===== config.mk =====
export PLATFORM = sky130hd
export DESIGN_NAME = alu16
export DESIGN_NICKNAME = d
export VERILOG_FILES = /design/src/rtl/alu_pkg.sv /design/src/rtl/alu16_comb.sv /design/src/rtl/alu16.sv
export SDC_FILE = /design/constraint.sdc
export NUM_CORES = 1
export LEC_CHECK = 0
export ABC_AREA = 1
export BUFFER_PORTS_ARGS = -buffer_cell sky130_fd_sc_hd__buf_2
export CAP_MARGIN = 10
export CORE_ASPECT_RATIO = 0.5
export CORE_MARGIN = 2
export CORE_UTILIZATION = 60
export DETAILED_ROUTE_END_ITERATION = 6
export PLACE_DENSITY_LB_ADDON = 0.08
export SETUP_SLACK_MARGIN = 0.3
export SYNTH_ARGS = -nofsm -noshare
export SYNTH_HDL_FRONTEND = slang
export SYNTH_HIERARCHICAL = 1
export SYNTH_SLANG_ARGS = --single-unit

===== constraint.sdc =====
create_clock -name clk -period 1 [get_ports clk]
set_input_delay 0.2 -clock clk [delete_from_list [all_inputs] [get_ports clk]]
set_output_delay 0.2 -clock clk [all_outputs]
set_load 0.1 [all_outputs]

===== src/rtl/alu_pkg.sv =====
// -----------------------------------------------------------------------------
// alu_pkg
// Shared definitions for the 16-bit registered ALU: default datapath widths
// and the opcode encoding used by the control unit.
// -----------------------------------------------------------------------------
package alu_pkg;

  localparam int WIDTH = 16;
  localparam int OPW   = 4;

  typedef enum logic [3:0] {
    OP_ADD       = 4'd0,
    OP_SUB       = 4'd1,
    OP_BYTEMERGE = 4'd2,
    OP_MUL       = 4'd3,
    OP_DIV       = 4'd4,
    OP_MOD       = 4'd5,
    OP_AND       = 4'd6,
    OP_OR        = 4'd7,
    OP_XOR       = 4'd8,
    OP_NOT       = 4'd9,
    OP_SHL       = 4'd10,
    OP_SHR       = 4'd11,
    OP_SRA       = 4'd12,
    OP_SLTU      = 4'd13,
    OP_PASSA     = 4'd14,
    OP_PASSB     = 4'd15
  } alu_op_e;

endpackage : alu_pkg


===== src/rtl/alu16_comb.sv =====
// -----------------------------------------------------------------------------
// alu16_comb
// Pure combinational opcode decode and compute for the ALU. Produces the value
// the output registers will load on the next valid cycle.
//
// Ports:
//   opcode           in   operation select (alu_op_e encoding)
//   operand1         in   operand A, unsigned
//   operand2         in   operand B, unsigned
//   result_next      out  computed result, truncated to WIDTH bits
//   zero_next        out  result_next == 0
//   carry_next       out  carry (ADD) / borrow (SUB), 0 for other opcodes
//   div_by_zero_next out  DIV/MOD with operand2 == 0
// -----------------------------------------------------------------------------
module alu16_comb #(
  parameter int WIDTH = 16,
  parameter int OPW   = 4
) (
  input  logic [OPW-1:0]   opcode,
  input  logic [WIDTH-1:0] operand1,
  input  logic [WIDTH-1:0] operand2,
  output logic [WIDTH-1:0] result_next,
  output logic             zero_next,
  output logic             carry_next,
  output logic             div_by_zero_next
);

  import alu_pkg::*;

  localparam int SHW  = $clog2(WIDTH);
  localparam int HALF = WIDTH / 2;

  logic [WIDTH:0]   sum_ext;
  logic [WIDTH:0]   diff_ext;
  logic [WIDTH-1:0] prod_lo;
  logic [WIDTH-1:0] quot;
  logic [WIDTH-1:0] rem;
  logic [WIDTH-1:0] sra_val;
  logic [SHW-1:0]   shamt;
  logic             b_zero;

  // Extra top bit carries the carry-out for ADD; for SUB it is set exactly
  // when the subtraction wraps, i.e. the borrow (A < B).
  assign sum_ext  = {1'b0, operand1} + {1'b0, operand2};
  assign diff_ext = {1'b0, operand1} - {1'b0, operand2};

  // Only the low WIDTH bits of the product are ever needed.
  assign prod_lo = operand1 * operand2;

  // Divide-by-zero is forced to 0 explicitly rather than relying on whatever
  // the divider produces for a zero divisor.
  assign b_zero = (operand2 == '0);
  assign quot   = b_zero ? '0 : (operand1 / operand2);
  assign rem    = b_zero ? '0 : (operand1 % operand2);

  // Shift amount uses only the low bits of B; upper bits are ignored.
  assign shamt   = operand2[SHW-1:0];
  assign sra_val = $unsigned($signed(operand1) >>> shamt);

  always_comb begin
    result_next      = '0;
    carry_next       = 1'b0;
    div_by_zero_next = 1'b0;

    case (alu_op_e'(opcode))
      OP_ADD: begin
        result_next = sum_ext[WIDTH-1:0];
        carry_next  = sum_ext[WIDTH];
      end
      OP_SUB: begin
        result_next = diff_ext[WIDTH-1:0];
        carry_next  = diff_ext[WIDTH];
      end
      OP_BYTEMERGE: result_next = {operand1[HALF-1:0], operand2[HALF-1:0]};
      OP_MUL:       result_next = prod_lo;
      OP_DIV: begin
        result_next      = quot;
        div_by_zero_next = b_zero;
      end
      OP_MOD: begin
        result_next      = rem;
        div_by_zero_next = b_zero;
      end
      OP_AND:   result_next = operand1 & operand2;
      OP_OR:    result_next = operand1 | operand2;
      OP_XOR:   result_next = operand1 ^ operand2;
      OP_NOT:   result_next = ~operand1;
      OP_SHL:   result_next = operand1 << shamt;
      OP_SHR:   result_next = operand1 >> shamt;
      OP_SRA:   result_next = sra_val;
      OP_SLTU:  result_next = {{(WIDTH-1){1'b0}}, diff_ext[WIDTH]};
      OP_PASSA: result_next = operand1;
      OP_PASSB: result_next = operand2;
      default:  result_next = '0;
    endcase
  end

  assign zero_next = (result_next == '0);

endmodule : alu16_comb


===== src/rtl/alu16.sv =====
// -----------------------------------------------------------------------------
// alu16
// 16-bit registered integer ALU, one-cycle latency. The combinational core
// computes a candidate result every cycle; this level only owns the output
// registers and the valid pipeline.
//
// Ports:
//   clk          in   rising-edge clock
//   rst_n        in   asynchronous active-low reset
//   in_valid     in   opcode/operands valid this cycle
//   opcode       in   operation select
//   operand1     in   operand A, unsigned
//   operand2     in   operand B, unsigned
//   result       out  registered result
//   out_valid    out  in_valid delayed one cycle
//   zero         out  registered result == 0
//   carry        out  carry/borrow (ADD/SUB only)
//   div_by_zero  out  DIV/MOD issued with B == 0
// -----------------------------------------------------------------------------
module alu16 #(
  parameter int WIDTH = 16,
  parameter int OPW   = 4
) (
  input  logic             clk,
  input  logic             rst_n,
  input  logic             in_valid,
  input  logic [OPW-1:0]   opcode,
  input  logic [WIDTH-1:0] operand1,
  input  logic [WIDTH-1:0] operand2,
  output logic [WIDTH-1:0] result,
  output logic             out_valid,
  output logic             zero,
  output logic             carry,
  output logic             div_by_zero
);

  logic [WIDTH-1:0] result_next;
  logic             zero_next;
  logic             carry_next;
  logic             div_by_zero_next;

  logic [WIDTH-1:0] result_reg;
  logic             zero_reg;
  logic             carry_reg;
  logic             div_by_zero_reg;
  logic             out_valid_reg;

  alu16_comb #(
    .WIDTH (WIDTH),
    .OPW   (OPW)
  ) u_comb (
    .opcode           (opcode),
    .operand1         (operand1),
    .operand2         (operand2),
    .result_next      (result_next),
    .zero_next        (zero_next),
    .carry_next       (carry_next),
    .div_by_zero_next (div_by_zero_next)
  );

  // Valid tracks in_valid every cycle; the data registers load only on a
  // valid cycle so result and flags hold through idle cycles.
  always_ff @(posedge clk or negedge rst_n) begin
    if (!rst_n) begin
      out_valid_reg   <= 1'b0;
      result_reg      <= '0;
      zero_reg        <= 1'b0;
      carry_reg       <= 1'b0;
      div_by_zero_reg <= 1'b0;
    end else begin
      out_valid_reg <= in_valid;
      if (in_valid) begin
        result_reg      <= result_next;
        zero_reg        <= zero_next;
        carry_reg       <= carry_next;
        div_by_zero_reg <= div_by_zero_next;
      end
    end
  end

  assign result      = result_reg;
  assign out_valid   = out_valid_reg;
  assign zero        = zero_reg;
  assign carry       = carry_reg;
  assign div_by_zero = div_by_zero_reg;

endmodule : alu16


==> reports/summary.txt, run 1 <==
Seq/Total Area, Yosys = 2.91%
Asr flop ratio synth = 100%
Total CTS buffers = 3
I/O pin count = 59
Synth cell types = 64
Post-synth EDFFs = 0
Syn Inst Count = 2883
Die Width = 243 um
Max clock buf depth = 2
Yosys warnings = 6
GP Congestion = 1.17
CTS root buffer = clkbuf_16
Stop err = [ERROR DPL-0038] Utilization greater than 100%, impossible to legalize
Yosys reg bits = 20
Syn avg cell area = 5.97 sq um
H-Tree Depth = 1
Post-CTS setup buffer count = 180
Status = stopped before the end
Die H = 124 um
Post-synth top area cell = nand2_1
Failing step = clock tree synthesis (4_1_cts)
Initial Util = 61.6%
Post-synth top flop = dfrtp_1
PostCTS Resize Cnt = 449
Row count = 43
Post-DP HPWL = 67200 um
Top cell type's share of synthesized area = 18.6%
Mapped Nets = 3242
Sink Count = 20
Mapped Area = 17200 sq um
Port bufs = 58
Top cells by area, synth = nand2_1 19%, ha_1 17%, inv_1 10%
metrics by stage:
| step | setup slack, ps | hold WS [ps] | std cells | cell area, sq um | TNS (ps) |
|---|---|---|---|---|---|
| floorplan | -18410 | -95.6 | 2883 | 18600 | -303890 |
| global placement | -20140 | 162 | 4057 | 25300 | -336790 |
| detailed placement | -21730 | 183 | 4057 | 25300 | -360420 |
cells in the mapped netlist, types with 39 or more instances:
master and instances:
nand2_1 852, inv_1 461, ha_1 237, nor2_1 194, nand3_1 173, a21oi_1 171, o21ai_0 121, fa_1 83
xor2_1 56, xnor2_1 46, nand3_2 45, clkbuf_1 43, or2_2 39
kinds of logic after synthesis:
group	after synthesis	synth area share, %
buffers and inverters	565	13.0
xor gates and xnor gates	102	5.19
adders and majority gates	320	26.9
and+or+nand+nor	1419	36.6
muxes	1	0.0582
DFF	20	2.91
AOI/OAI and AO/OA	456	15.3
==> inputs of run 2 (changes only) <==
Settings changed: CORE_ASPECT_RATIO 0.5 to default, CORE_UTILIZATION 60 to 40, PLACE_DENSITY_LB_ADDON 0.08 to 0.15, SETUP_SLACK_MARGIN 0.3 to default.
==> run 2 against run 1 <==
  * The flow now finishes, with violations (setup timing)
  * Synthesized area unchanged
  * Synthesized cell count is the same
==> reports/summary.txt, run 2 <==
H-Tree Depth = 1 (unchanged)
Top cells by area, synth = nand2_1 19%, ha_1 17%, inv_1 10% (unchanged)
Cell Count Post-Placement = 4292 (was 4057)
Synth cell count leaders = 852 x nand2_1, 461 x inv_1, 237 x ha_1, 194 x nor2_1, 173 x nand3_1 (unchanged)
Max FFs per register = 16
Cell repeated most along the worst path = nand2_2
CTS tree = yes
Mapped Area = 17200 sq um (unchanged)
Clock latency on the worst-skew pair = 250 ps
Die Width = 211 um (was 243 um)
Failing checks = setup timing
DRC = 0
Setup violations, final = 39
Rel. slew slack = 42.5%
DRT antenna net count = 0
Final min period = 21510 ps
Yosys warnings = 6 (unchanged)
Port bufs = 58 (unchanged)
CP arrival = 21700 ps
Top cell type's share of synthesized area = 18.6% (unchanged)
Crit path max-delay cell type = ha_2
Yosys reg bits = 20 (unchanged)
GR peak layer = met2
Starting DRC count in detailed routing = 2026
First-pass GRT wire length = 134000 um
Most frequent cells in the layout = 1089 x buf_4, 643 x nand2_1, 396 x inv_1
Row count = 75 (was 43)
Post-DP HPWL = 65300 um (was 67200 um)
Area Overhead vs Synth = 81.7%
Crit Reg-Reg Endpoint = result[3]
Sequential cell fraction of total power = 3.2%
Post-DR wirelength/cell = 20.4 um
Vias per cell = 5.47
Worst Reg-to-Reg Cells = 4
Skew final = 0 ps
FMAX = 46.5 MHz
PwrDens = 1210 nW/um^2
Most frequent cell after synthesis = nand2_1 (unchanged)
Seq/Total Area, Yosys = 2.91% (unchanged)
WHS = 335 ps
Vias in the first global route = 24500
Slew Limit Fails = 0
Leakage power = 16.5 nW
Hold path depth = 2
Internal power = 18.6 mW
Status = complete, but fails checks (was stopped before the end)
Die area = 44700 sq um
Syn Inst Count = 2883 (unchanged)
Final worst setup slack = -20510 ps
Share of total power in the clock network = 2.3%
Pin count of the biggest net entering global routing = 42
Asr flop ratio synth = 100% (unchanged)
Crit path largest cell delay = 380 ps
Vias after detailed routing = 24900
Sink Count = 20 (unchanged)
Post-synth EDFFs = 0 (unchanged)
Share of post-route cells with drive strength above 1 = 50.0%
CP Capture Point = zero
Initial antenna violation count = 1
Max clock buf depth = 2 (unchanged)
Dpl ws = -21120 ps (was -21730 ps)
Sw Share = 50.8%
Synth cell types = 64 (unchanged)
Die H = 211 um (was 124 um)
Nets@finish = 4376
Worst setup SP type = input pin
Combinational fraction of design power = 94.4%
Pre-Repair DR Iteration Count = 6
HP Class = in2reg
GRT Resource Usage Total = 38.4%
Crit path from = operand2[0]
Total CTS buffers = 3 (unchanged)
GRT met1 Usage = 47.1%
Initial Util = 40.7% (was 61.6%)
Post-synth top flop = dfrtp_1 (unchanged)
NetSw = 19.2 mW
Required @ worst endpoint = 1190 ps
Clock-pin slew on the worst setup and hold paths = 50 ps
Final Cycle Share = 2150%
RSZ-0062 raised after global routing = true
GRT overflow = 0
Core Region = 42200 sq um
CTS root buffer = clkbuf_16 (unchanged)
Syn avg cell area = 5.97 sq um (unchanged)
Hold Violations, Final = 0
I/O pin count = 59 (unchanged)
Crit path max fanout = 8
Maxcap violations = 0
Worst slew pin tran = 860 ps
Crit end category = flip-flop
GR Util met2 = 66.0%
Final std cells w/o fill = 4556
Mapped Nets = 3242 (unchanged)
Reg2reg start = result[3]
Post-synth top area cell = nand2_1 (unchanged)
Routed wire length = 93000 um
Grt met3 use = 5.59%
R2R setup slack = 100 ps
Peak VDD IR = 0.00130 V
Leading cell type in the layout, fill and taps excluded = buf_4
WS Path Type = in2reg
GP Congestion = 1.01 (was 1.17)
## run 2: cell counts after synthesis
Identical to the previous run, type by type.
## run 2: stage by stage
stage | power, mW | util (%) | setup TNS, ps | area, sq um
2_1_floorplan | 18.2 | - | -303920 | 18600
3_3_place_gp | 29.7 | 61.6 | -346390 | 26000
3_5_place_dp | 30.2 | 61.6 | -354380 | 26000
4_1_cts | 34.6 | 69.4 | -323060 | 29300
5_1_grt | 40.7 | 74.0 | -361690 | 31300
6_report | 37.7 | 74.0 | -344640 | 31300
## run 2: timing repair
action | 4_1_cts | 5_1_grt
hold buffers | 1 | 0
setup buffers | 186 | 81
endpoints found under the setup margin | 39 | 39
pin swaps | 249 | 258
gates resized for setup | 422 | 329
gates cloned | 6 | 0
hold endpoints to repair | 20 | 0
## run 2: cells by family after synthesis
family / synth area share, %
and+or+nand+nor: 36.6
muxes: 0.0582
buffers and inverters: 13.0
AOI/OAI and AO/OA: 15.3
xor gates and xnor gates: 5.19
DFF: 2.91
adders and majority gates: 26.9
## run 2: power groups by stage
| stage | Combinational (mW) | Clock (mW) | Sequential (mW) |
|---|---|---|---|
| floorplan | 15.7 | 0 | 2.46 |
| global placement | 28.5 | 0 | 1.22 |
| detailed placement | 29.0 | 0 | 1.23 |
| CTS | 32.5 | 0.898 | 1.22 |
| global route | 38.5 | 0.930 | 1.24 |
| finish | 35.6 | 0.885 | 1.22 |
## run 2: cell type report
type,instances,area (sq um)
inverters,479,1890
well taps,539,674
diodes,1,2.50
multi-input cells,2300,18400
repair inverters,3,27.5
clock buffers,4,88.8
repair buffers,1210,9630
fillers,3245,11000
flip-flops and latches,20,524
## run 2: worst min-delay path by stage
stage,start,end,slack [ps]
2_1_floorplan,rst_n,carry,-100
3_5_place_dp,rst_n,div_by_zero,160
6_report,in_valid,out_valid,330
3_3_place_gp,rst_n,div_by_zero,150
5_1_grt,in_valid,out_valid,350
4_1_cts,in_valid,out_valid,330
## run 2: worst max-delay path, delay by kind of cell
kind | cells | cell delay (ps)
buffers and inverters | 29 | 2790
adders and majority gates | 15 | 4210
AOI/OAI and AO/OA | 21 | 2850
and+or+nand+nor | 112 | 11490
xor gates and xnor gates | 1 | 110
## run 2: routing by layer
metal | vias to the layer above | share of wire (%) | routed length [um]
met1 | 11700 | 39 | 36000
met5 | - | 0 | 0
li1 | 11600 | - | -
met4 | 0 | 7.0 | 6550
met2 | 1228 | 46 | 42800
met3 | 410 | 8.2 | 7610
(Power assumes the default switching activity.)
